**src/rtl/reg_alu_ctrl_pkg.sv**
```systemverilog
// Shared ALU opcode/ext constants, PSR bit positions, controller states and
// the instruction decoder used by the register/ALU controller.
package reg_alu_ctrl_pkg;

    localparam int DATA_W    = 16;
    localparam int REG_COUNT = 16;

    localparam logic [3:0] ALU_OPCODE = 4'b0000;

    localparam logic [3:0] EXT_REG = 4'b0000;
    localparam logic [3:0] EXT_AND = 4'b0001;
    localparam logic [3:0] EXT_OR  = 4'b0010;
    localparam logic [3:0] EXT_XOR = 4'b0011;
    localparam logic [3:0] EXT_ADD = 4'b0101;
    localparam logic [3:0] EXT_SUB = 4'b1001;
    localparam logic [3:0] EXT_CMP = 4'b1011;
    localparam logic [3:0] EXT_MOV = 4'b1101;

    // PSR format 000CLFZN
    localparam int PSR_N = 0;
    localparam int PSR_Z = 1;
    localparam int PSR_F = 2;
    localparam int PSR_L = 3;
    localparam int PSR_C = 4;
    localparam logic [7:0] PSR_MASK = 8'((1 << PSR_C) | (1 << PSR_L) | (1 << PSR_F)
                                        | (1 << PSR_Z) | (1 << PSR_N));

    typedef enum logic [1:0] {
        S_IDLE      = 2'd0,
        S_DECODE    = 2'd1,
        S_EXECUTE   = 2'd2,
        S_WRITEBACK = 2'd3
    } state_t;

    typedef struct packed {
        logic        imm_form;
        logic [3:0]  ext;
        logic [3:0]  rdest;
        logic [3:0]  rsrc;
        logic [15:0] imm;
    } decode_t;

    function automatic logic is_defined(input logic [3:0] ext);
        return ext inside {EXT_AND, EXT_OR, EXT_XOR, EXT_ADD, EXT_SUB, EXT_CMP, EXT_MOV};
    endfunction

    function automatic logic writes_reg(input logic [3:0] ext);
        return is_defined(ext) && (ext != EXT_CMP);
    endfunction

    function automatic logic sets_psr(input logic [3:0] ext);
        return ext inside {EXT_ADD, EXT_SUB, EXT_CMP};
    endfunction

    function automatic decode_t decode(input logic [15:0] word);
        decode_t d;
        d.imm_form = (word[15:12] != EXT_REG);
        d.ext      = d.imm_form ? word[15:12] : word[7:4];
        d.rdest    = word[11:8];
        d.rsrc     = word[3:0];
        // Arithmetic immediates are signed; logical/move immediates are not.
        if (sets_psr(word[15:12]))
            d.imm = {{8{word[7]}}, word[7:0]};
        else
            d.imm = {8'h00, word[7:0]};
        return d;
    endfunction

endpackage

```
**src/rtl/reg_alu_ctrl_regfile.sv**
```systemverilog
// Sixteen 16-bit general registers: two operand read ports, one debug read
// port, one synchronous write port, synchronous active-high clear.
module regfile
    import reg_alu_ctrl_pkg::*;
(
    input  logic              clk,
    input  logic              reset,
    input  logic [3:0]        rd_a_sel,
    output logic [DATA_W-1:0] rd_a_data,
    input  logic [3:0]        rd_b_sel,
    output logic [DATA_W-1:0] rd_b_data,
    input  logic [3:0]        dbg_sel,
    output logic [DATA_W-1:0] dbg_data,
    input  logic              wr_en,
    input  logic [3:0]        wr_sel,
    input  logic [DATA_W-1:0] wr_data
);

    logic [DATA_W-1:0] regs [REG_COUNT];

    // NOTE: the whole array is cleared on reset, so it maps to flops rather
    // than a RAM macro; at 16x16 that is the intended implementation.
    always_ff @(posedge clk) begin
        if (reset) begin
            for (int i = 0; i < REG_COUNT; i++)
                regs[i] <= '0;
        end else if (wr_en) begin
            regs[wr_sel] <= wr_data;
        end
    end

    assign rd_a_data = regs[rd_a_sel];
    assign rd_b_data = regs[rd_b_sel];
    assign dbg_data  = regs[dbg_sel];

endmodule

```
**src/rtl/reg_alu_ctrl.sv**
```systemverilog
// Four-state controller sequencing one instruction through an external
// combinational ALU: IDLE -> DECODE -> EXECUTE -> WRITEBACK.
module reg_alu_ctrl
    import reg_alu_ctrl_pkg::*;
(
    input  logic        clk,
    input  logic        reset,
    input  logic [15:0] instr,
    input  logic        instrValid,
    output logic        instrReady,
    output logic [15:0] aluA,
    output logic [15:0] aluB,
    output logic [3:0]  aluOpCode,
    output logic [3:0]  aluOpExt,
    input  logic [15:0] aluResult,
    input  logic [7:0]  aluPSR,
    output logic [7:0]  psr,
    output logic        busy,
    input  logic [3:0]  dbgSel,
    output logic [15:0] dbgData
);

    state_t      state, state_next;
    logic [15:0] instr_q;
    logic [15:0] op_a, op_b;
    logic [15:0] result_q;
    logic [7:0]  flags_q;
    logic [7:0]  psr_q;
    logic [15:0] rd_a, rd_b;
    logic        wr_en;
    decode_t     dec;

    assign dec   = decode(instr_q);
    assign wr_en = (state == S_WRITEBACK) && writes_reg(dec.ext);

    regfile u_regfile (
        .clk       (clk),
        .reset     (reset),
        .rd_a_sel  (dec.rdest),
        .rd_a_data (rd_a),
        .rd_b_sel  (dec.rsrc),
        .rd_b_data (rd_b),
        .dbg_sel   (dbgSel),
        .dbg_data  (dbgData),
        .wr_en     (wr_en),
        .wr_sel    (dec.rdest),
        .wr_data   (result_q)
    );

    // NOTE: state and datapath registers use non-blocking assignments so every
    // flop samples the pre-edge value of every other flop.
    always_ff @(posedge clk) begin
        if (reset) begin
            state    <= S_IDLE;
            instr_q  <= '0;
            op_a     <= '0;
            op_b     <= '0;
            result_q <= '0;
            flags_q  <= '0;
            psr_q    <= '0;
        end else begin
            state <= state_next;
            case (state)
                S_IDLE:      if (instrValid) instr_q <= instr;
                S_DECODE: begin
                    op_a <= rd_a;
                    op_b <= dec.imm_form ? dec.imm : rd_b;
                end
                S_EXECUTE: begin
                    result_q <= aluResult;
                    flags_q  <= aluPSR;
                end
                S_WRITEBACK: if (sets_psr(dec.ext)) psr_q <= flags_q & PSR_MASK;
                default: ;
            endcase
        end
    end

    // NOTE: every output of this block gets a default first, so no path can
    // leave one unassigned and infer a latch.
    always_comb begin
        state_next = state;
        instrReady = 1'b0;
        busy       = 1'b0;
        aluA       = '0;
        aluB       = '0;
        aluOpExt   = '0;
        case (state)
            S_IDLE: begin
                instrReady = 1'b1;
                if (instrValid) state_next = S_DECODE;
            end
            S_DECODE: begin
                busy       = 1'b1;
                state_next = S_EXECUTE;
            end
            S_EXECUTE: begin
                busy       = 1'b1;
                aluA       = op_a;
                aluB       = op_b;
                aluOpExt   = dec.ext;
                state_next = S_WRITEBACK;
            end
            S_WRITEBACK: begin
                busy       = 1'b1;
                state_next = S_IDLE;
            end
            default: state_next = S_IDLE;
        endcase
    end

    assign aluOpCode = ALU_OPCODE;
    assign psr       = psr_q;

endmodule

```
**config.mk**
```make
export PLATFORM = sky130hd
export DESIGN_NAME = reg_alu_ctrl
export DESIGN_NICKNAME = d
export VERILOG_FILES = /design/src/rtl/reg_alu_ctrl_pkg.sv /design/src/rtl/reg_alu_ctrl_regfile.sv /design/src/rtl/reg_alu_ctrl.sv
export SDC_FILE = /design/constraint.sdc
export NUM_CORES = 1
export LEC_CHECK = 0
export ABC_AREA = 1
export BUFFER_PORTS_ARGS = -buffer_cell sky130_fd_sc_hd__clkbuf_2
export CAP_MARGIN = 10
export CORE_MARGIN = 10
export CORE_UTILIZATION = 35
export DETAILED_ROUTE_END_ITERATION = 12
export PLACE_DENSITY = 0.57
export SLEW_MARGIN = 20
export SYNTH_ARGS = -nofsm -noshare
export SYNTH_HDL_FRONTEND = slang
export SYNTH_HIERARCHICAL = 1
export SYNTH_SLANG_ARGS = --single-unit
export TNS_END_PERCENT = 10
```
**constraint.sdc**
```tcl
create_clock -name clk -period 2.6 [get_ports clk]
set_input_delay 0.13 -clock clk [delete_from_list [all_inputs] [get_ports clk]]
set_output_delay 0.13 -clock clk [all_outputs]
set_load 0.02 [all_outputs]
```
==> results of run 1 <==
## worst max-delay path, delay by kind of cell (launching register included)
| kind | cells | cell delay (ns) |
|---|---|---|
| simple gates | 7 | 1.09 |
| buf+inv | 3 | 0.39 |
| flops | 1 | 0.34 |
| compound gates | 2 | 0.23 |
## synth_stat cells
library cell,number
o21ai_0,66
nand3b_1,1
clkinv_1,2
ha_1,4
nor3_4,3
nand2_2,16
nor3_1,1
buf_1,48
a221oi_1,1
inv_1,345
nor2_4,3
o211ai_1,8
nand2_4,1
buf_4,8
dfxtp_1,76
nor2_1,363
edfxtp_1,256
nor3_2,1
inv_2,5
conb_1,1
nand2_1,906
clkbuf_1,102
buf_2,59
a21oi_1,25
nand3_1,687
## power by group through the flow
stage                     combinational [mW]  sequential (mW)  clock (mW)
after detailed placement                8.09             6.75           0
after global routing                    9.03             6.72        5.83
final                                   8.31             6.65        5.51
after floorplan                         5.22             6.60           0
after global placement                  8.05             6.75           0
after CTS                               8.18             6.65        5.64
## what timing repair did
item                      CTS  global route
hold endpoints to repair   40             0
resized for setup           0             0
hold buffers               39             0
## layout make-up
class	count	area share, %
antenna	1	0.0105
clock buffer	54	4.70
clock inverter	15	0.653
inverter	352	5.59
multi-input combinational	2093	38.0
sequential	332	38.8
tap	765	4.03
timing repair buffer	244	8.22
## flip-flops by register name, indices dropped and copies added, names as in the netlist
register,count
flags_q,5
psr,5
op_b,16
op_a,16
state,2
instr_q,16
u_regfile/regs,256
result_q,16
## layer usage
layer	vias to the layer above	track usage [%]	wire length, um
met5	-	0	0
met4	0	8.81	2860
met3	182	3.88	6610
met2	932	33.9	33600
met1	9407	27.6	30900
li1	9667	-	-
## worst min-delay path by stage
stage / start / to / slack [ns] / cells past startpoint
final: aluResult[13] / result_q[13]$_SDFFE_PP0P_ / 0.33 / 4
after global routing: aluResult[13] / result_q[13]$_SDFFE_PP0P_ / 0.34 / 4
after CTS: aluResult[1] / result_q[1]$_SDFFE_PP0P_ / 0.31 / 4
after detailed placement: aluResult[1] / result_q[1]$_SDFFE_PP0P_ / 0.36 / 3
after global placement: aluResult[0] / result_q[0]$_SDFFE_PP0P_ / 0.35 / 3
after floorplan: reset / state[0]$_SDFFE_PP0P_ / 0.21 / 1
## metrics by stage
stage                     utilization (%)  power (mW)
after floorplan                         -        11.8
after global placement               38.2        14.8
after detailed placement             38.2        14.8
after CTS                            41.1        20.5
after global routing                 41.1        21.6
final                                41.1        20.5
## cells by family (layout without fill, tap and decap cells)
logic type,count (synthesis),after routing
AND/OR/NAND/NOR,1982,1982
buffers and inverters,569,665
flip-flops,332,332
AO/OA/AOI/OAI,100,100
adder cells (fa/ha/maj),4,4
other,1,8
==> results.yml, run 1 <==
status:
  outcome: "finished, final reports clean"
clocking:
  cts_tree: "yes"
  htreeDepth: 2
  cts_root_buffer: "clkbuf_16"
  cts.sinks: 332
  postCtsSetupRepairBufs: 0
  cts_buffers: 39
  clk_pin_slew_ns: 0.06
  clk_latency_ns: 0.57
  cts_buffer_depth: 3
place:
  dp_slack_ns: 0.226
  placed_area_mm2: 0.0221
  placed_cells: 3747
  io_buffers: 102
  dp_hpwl_mm: 51.2
  gp_congestion: 0.862
die:
  die_y_um: 262
  io_pins: 113
  dieArea_mm2: 0.0685
  start_util_pct: 35.4
  die_w_um: 262
  row_count: 88
  core-area_mm2: 0.0578
synthesis:
  synth_xor_area_share_pct: 0
  yosysTopAreaCell: "edfxtp_1"
  synth-simple-area-share_pct: 41.2
  yosysWarnings: 6
  synthCells: 2988
  synth.area.mux_share_pct: 0
  syn_area_mm2: 0.0204
  synthTopCellsByArea: "edfxtp_1, nand3_1, nand2_1"
  synth.top_cell.area_share_pct: 37.6
  yosysUniqueCellTypes: 25
  yosys_register_bits: 332
  avgSynthCellArea_um2: 6.84
  ys_seq_area_share_pct: 45.0
  synthAdderAreaFrac_pct: 0.245
  synth_compound_area_share_pct: 2.56
  synth_top_family_by_area: "simple AND/OR/NAND/NOR gates"
global_route:
  grt_overflow: 0
  grt_pass1_vias: 18984
  grt_pass1_wl_mm: 112
  gr-usage-all-layers_pct: 21.1
  grt_antenna_before_repair: 1
  grt_max_degree: 72
worst_setup_path:
  regToRegSetupSlack_ns: 0.22
  critical_path_class: "flop to flop"
  critPathLaunch: "instr_q[15]$_SDFFE_PP0P_"
  start_kind: "flop"
  crit_path_end_kind: "flop"
  arrival_ns: 2.64
  critical-path-max-stage-delay_ns: 0.34
  crit_end: "u_regfile/regs[2][12]$_SDFFCE_PN0P_"
  r2r_start: "instr_q[15]$_SDFFE_PP0P_"
  crit_top_cell: "nand2_1"
  critical_path.slowest_cell: "dfxtp_1"
  crit_chain: "nor2_4, nand3_1, nand2_1, inv_1, a21oi_1, o21ai_0, inv_1, nand2_2, nor3_2, nand2_1, nand2_1, buf_12"
  reg2regPathDepth: 12
  cp_max_fo: 16
  worstPathRequired_ns: 2.87
  reg2reg_to: "u_regfile/regs[2][12]$_SDFFCE_PN0P_"
timing:
  fin_skew_ns: 0.0123
  rsz0062_at_grt: "no"
  finalSetupTns_ns: 0
  slew_headroom_pct: 47.2
  fin_ws_ns: 0.222
  min_period_ns: 2.38
  fin_crit_sh_pct: 91.4
  final-setup-viol-count: 0
  timing.hold.ws_ns: 0.332
  worstMarginPinSlew_ns: 0.790
  hold_viol_final: 0
  fmax_mhz: 421
  finalMaxSlewViolations: 0
final_layout:
  layout-drive-gt1-share_pct: 9.74
  mostFrequentLayoutCells: "nand2_1, nand3_1, nor2_1, inv_1, edfxtp_1"
  register_area_mm2: 0.00922
  final_common_cell: "nand2_1"
  fin_cells: 3856
  fin_area_mm2: 0.0238
  multi_input_area_mm2: 0.00902
  area_growth_pct: 16.2
  fin_nets: 3113
  n_fill_cell: 6022
pwr:
  switching_share_pct: 42.2
  ir_worst_vdd_mv: 0.471
  p_leak_nw: 11.0
  cellPowerDensity_mw_per_mm2: 862
  p_comb_share_pct: 40.6
  p_switching_mw: 8.63
  p_int_mw: 11.8
  seqPwrFrac_pct: 32.5
  clkPwrFrac_pct: 26.9
detailed_routing:
  wl_per_cell_um: 19.2
  avgViaCountPerCell: 5.24
  antenna_left: 0
  drc_errors: 0
  drt_pass1_iterations: 6
  drt_wl_total_mm: 74.0
  first_iter_violations: 2238
  num_vias: 20188
min_path:
  holdCritPathClass: "primary input to flop"
flow_run:
  maxCapViolCount: 0
No activity file was read; power rests on OpenSTA's default activity.
==> run 2, diff against run 1 <==
ABC_AREA = unset   (was 1)
==> run 2 against run 1 <==
Effect of this change: the flow now finishes with violations (negative setup slack); cell count decreased by 42%; worst hold slack improved by 0.015 ns; die area down 8.3%; global-route usage decreased by 2.0 points; first-iteration DRC count shrank 39%; core utilization up 1.6 points; critical path depth decreased by 4; count of clock-buffer cells in the layout is 1 lower; synthesized cell count down 54%; critical endpoint is now u_regfile/regs[2][10]$_SDFFCE_PN0P_.
==> results.yml, run 2 <==
clocking:
  cts.sinks: 332
  clk_latency_ns: 0.57
  clk_pin_slew_ns: 0.06
  cts_buffers: 39
  htreeDepth: 2
  cts_root_buffer: "clkbuf_16"
  cts_tree: "yes"
  cts_buffer_depth: 3
final_layout:
  fin_cells: 2253
  fin_nets: 1586
  fin_util_pct: 42.7
  diodes: 0
  n_fill_cell: 4855
  largest-register: "u_regfile/regs"
  largest_reg_flops: 256
  layout-drive-gt1-share_pct: 33.3
  mostFrequentLayoutCells: "and2_1, edfxtp_1, mux4_2, clkbuf_2, a22oi_1"
  final_common_cell: "and2_1"
  area_growth_pct: 20.5
die:
  row_count: 84
  io_pins: 113
  core-area_mm2: 0.0526
  dieArea_mm2: 0.0628
  die_w_um: 251
  start_util_pct: 35.4
  die_y_um: 251
synthesis:
  yosysTopAreaCell: "edfxtp_1"
  yosysUniqueCellTypes: 46
  syn_area_mm2: 0.0186
  avgSynthCellArea_um2: 13.6
  synth_common_cells: "and2_1, edfxtp_1, mux4_2"
  synth-main-ff-cell: "edfxtp_1"
  async_flop_share_pct: 0
  yosys_register_bits: 332
  synth.top_cell.area_share_pct: 41.3
  synthCells: 1364
  yosysWarnings: 6
  ys_seq_area_share_pct: 49.5
  synthTopCellsByArea: "edfxtp_1, mux4_2, and2_1"
  synth-edff-count: 256
  yosysMostFrequentCell: "and2_1"
timing:
  timing.hold.ws_ns: 0.347
  final-setup-viol-count: 80
  fin_skew_ns: 0.0206
  fin_ws_ns: -0.0864
  fin_crit_sh_pct: 103
  fmax_mhz: 372
  finalMaxSlewViolations: 0
  slew_headroom_pct: 39.9
  min_period_ns: 2.69
  finalSetupTns_ns: -4.18
  hold_viol_final: 0
  rsz0062_at_grt: "yes"
  worstMarginPinSlew_ns: 0.902
place:
  placed_cells: 2131
  gp_congestion: 0.886
  io_buffers: 102
  dp_slack_ns: -0.169
  dp_hpwl_mm: 40.8
worst_setup_path:
  start_kind: "flop"
  critical_path_class: "flop to flop"
  critical-path-max-stage-delay_ns: 0.55
  worstPathRequired_ns: 2.86
  crit_chain: "nor4b_4, or4_1, mux2_4, nor2_4, or4b_4, nor2_2, or2_4, buf_12"
  cp_max_fo: 11
  arrival_ns: 2.95
  critical_path.slowest_cell: "or4b_4"
  crit_path_end_kind: "flop"
global_route:
  grt_overflow: 0
  grt_antenna_before_repair: 0
  gr-usage-all-layers_pct: 19.1
  grt_pass1_vias: 13119
  grt_max_degree: 72
  grt_pass1_wl_mm: 89.3
detailed_routing:
  avgViaCountPerCell: 5.75
  num_vias: 12959
  antenna_left: 0
  drt_pass1_iterations: 5
  wl_per_cell_um: 27.2
  first_iter_violations: 1364
  drt_wl_total_mm: 61.4
  drc_errors: 0
pwr:
  p_leak_nw: 8.16
  cellPowerDensity_mw_per_mm2: 739
  ir_worst_vdd_mv: 0.354
status:
  violations: "negative setup slack"
  outcome: "complete, but fails checks"
min_path:
  holdCritPathClass: "primary input to flop"
flow_run:
  maxCapViolCount: 0
==> run 2: cell count changes in the layout (fill, tap and decap cells not counted), moves of 15 or more <==
| cell | change |
|---|---|
| a211oi_1 | +15 |
| nand2_1 | -815 |
| and2_1 | +276 |
| mux4_2 | +192 |
| mux2i_1 | +51 |
| nor2_1 | -293 |
| inv_1 | -336 |
| nand2_2 | -16 |
| nand3_1 | -687 |
| and2_2 | +16 |
| a22oi_1 | +96 |
| o21ai_0 | -65 |
==> run 2: final timing paths <==
| kind | start | endpoint | slack, ns | cells after the start |
|---|---|---|---|---|
| setup / recovery | instr_q[12]$_SDFFE_PP0P_ | u_regfile/regs[2][10]$_SDFFCE_PN0P_ | -0.09 | 8 |
| hold / removal | instr[6] | instr_q[6]$_SDFFE_PP0P_ | 0.35 | 4 |
| setup reg to reg | instr_q[12]$_SDFFE_PP0P_ | u_regfile/regs[2][10]$_SDFFCE_PN0P_ | -0.09 | 8 |
| hold reg to reg | flags_q[2]$_SDFFE_PP0P_ | psr[2]$_SDFFE_PP0P_ | 0.47 | 2 |
==> run 2: through the flow <==
| stage | total power, mW | cell area, um2 |
|---|---|---|
| 6_report | 16.6 | 22400 |
| 5_1_grt | 17.3 | 22400 |
| 4_1_cts | 16.7 | 22400 |
| 3_5_place_dp | 11.2 | 20700 |
| 3_3_place_gp | 11.1 | 20700 |
| 2_1_floorplan | 9.48 | 18700 |
==> run 2: cells by family after synthesis <==
kind of cell / share of synthesized area (%)
simple gates: 15.5
flops: 49.5
mux: 26.0
compound gates: 5.48
buf+inv: 3.18
fa+ha+maj: 0.269
other cells: 0.0202
==> run 2: per-layer routing <==
metal / global-route usage [%] / vias up / wire length (um) / part of all wire [%]
met5: 0 / - / 0 / 0
met4: 7.62 / 0 / 2300 / 3.7
met3: 3.35 / 128 / 5190 / 8.5
met2: 29.3 / 680 / 27800 / 45
met1: 26.4 / 6613 / 26100 / 42
li1: - / 5538 / - / -
==> run 2: area by class of cell <==
| class | count | area [um2] | area share [%] |
|---|---|---|---|
| clock inverters | 18 | 140 | 0.625 |
| well taps | 688 | 861 | 3.84 |
| multi-input cells | 903 | 8880 | 39.6 |
| flip-flops and latches | 332 | 9230 | 41.2 |
| repair buffers | 254 | 2210 | 9.84 |
| clock buffers | 53 | 1090 | 4.85 |
| inverters | 5 | 18.8 | 0.0837 |
==> run 2: report_power, final <==
group	internal (mW)	switching, mW
Sequential	6.14	0.578
Combinational	1.99	2.49
Clock	3.14	2.25
==> run 2: worst max-delay path: cells and delay by family (launching register included) <==
kind	cells	cell delay, ns
and+or+nand+nor	6	1.54
muxes	1	0.30
buffers and inverters	1	0.15
DFF	1	0.38
==> run 2: repair_timing <==
| action | CTS | global route |
|---|---|---|
| pin swaps | 3 | 1 |
| gates resized for setup | 5 | 2 |
| endpoints found under the hold margin | 43 | 0 |
| hold buffers | 45 | 0 |
| buffers inserted | 5 | 0 |
| endpoints found under the setup margin | 182 | 314 |
| gates cloned | 1 | 0 |
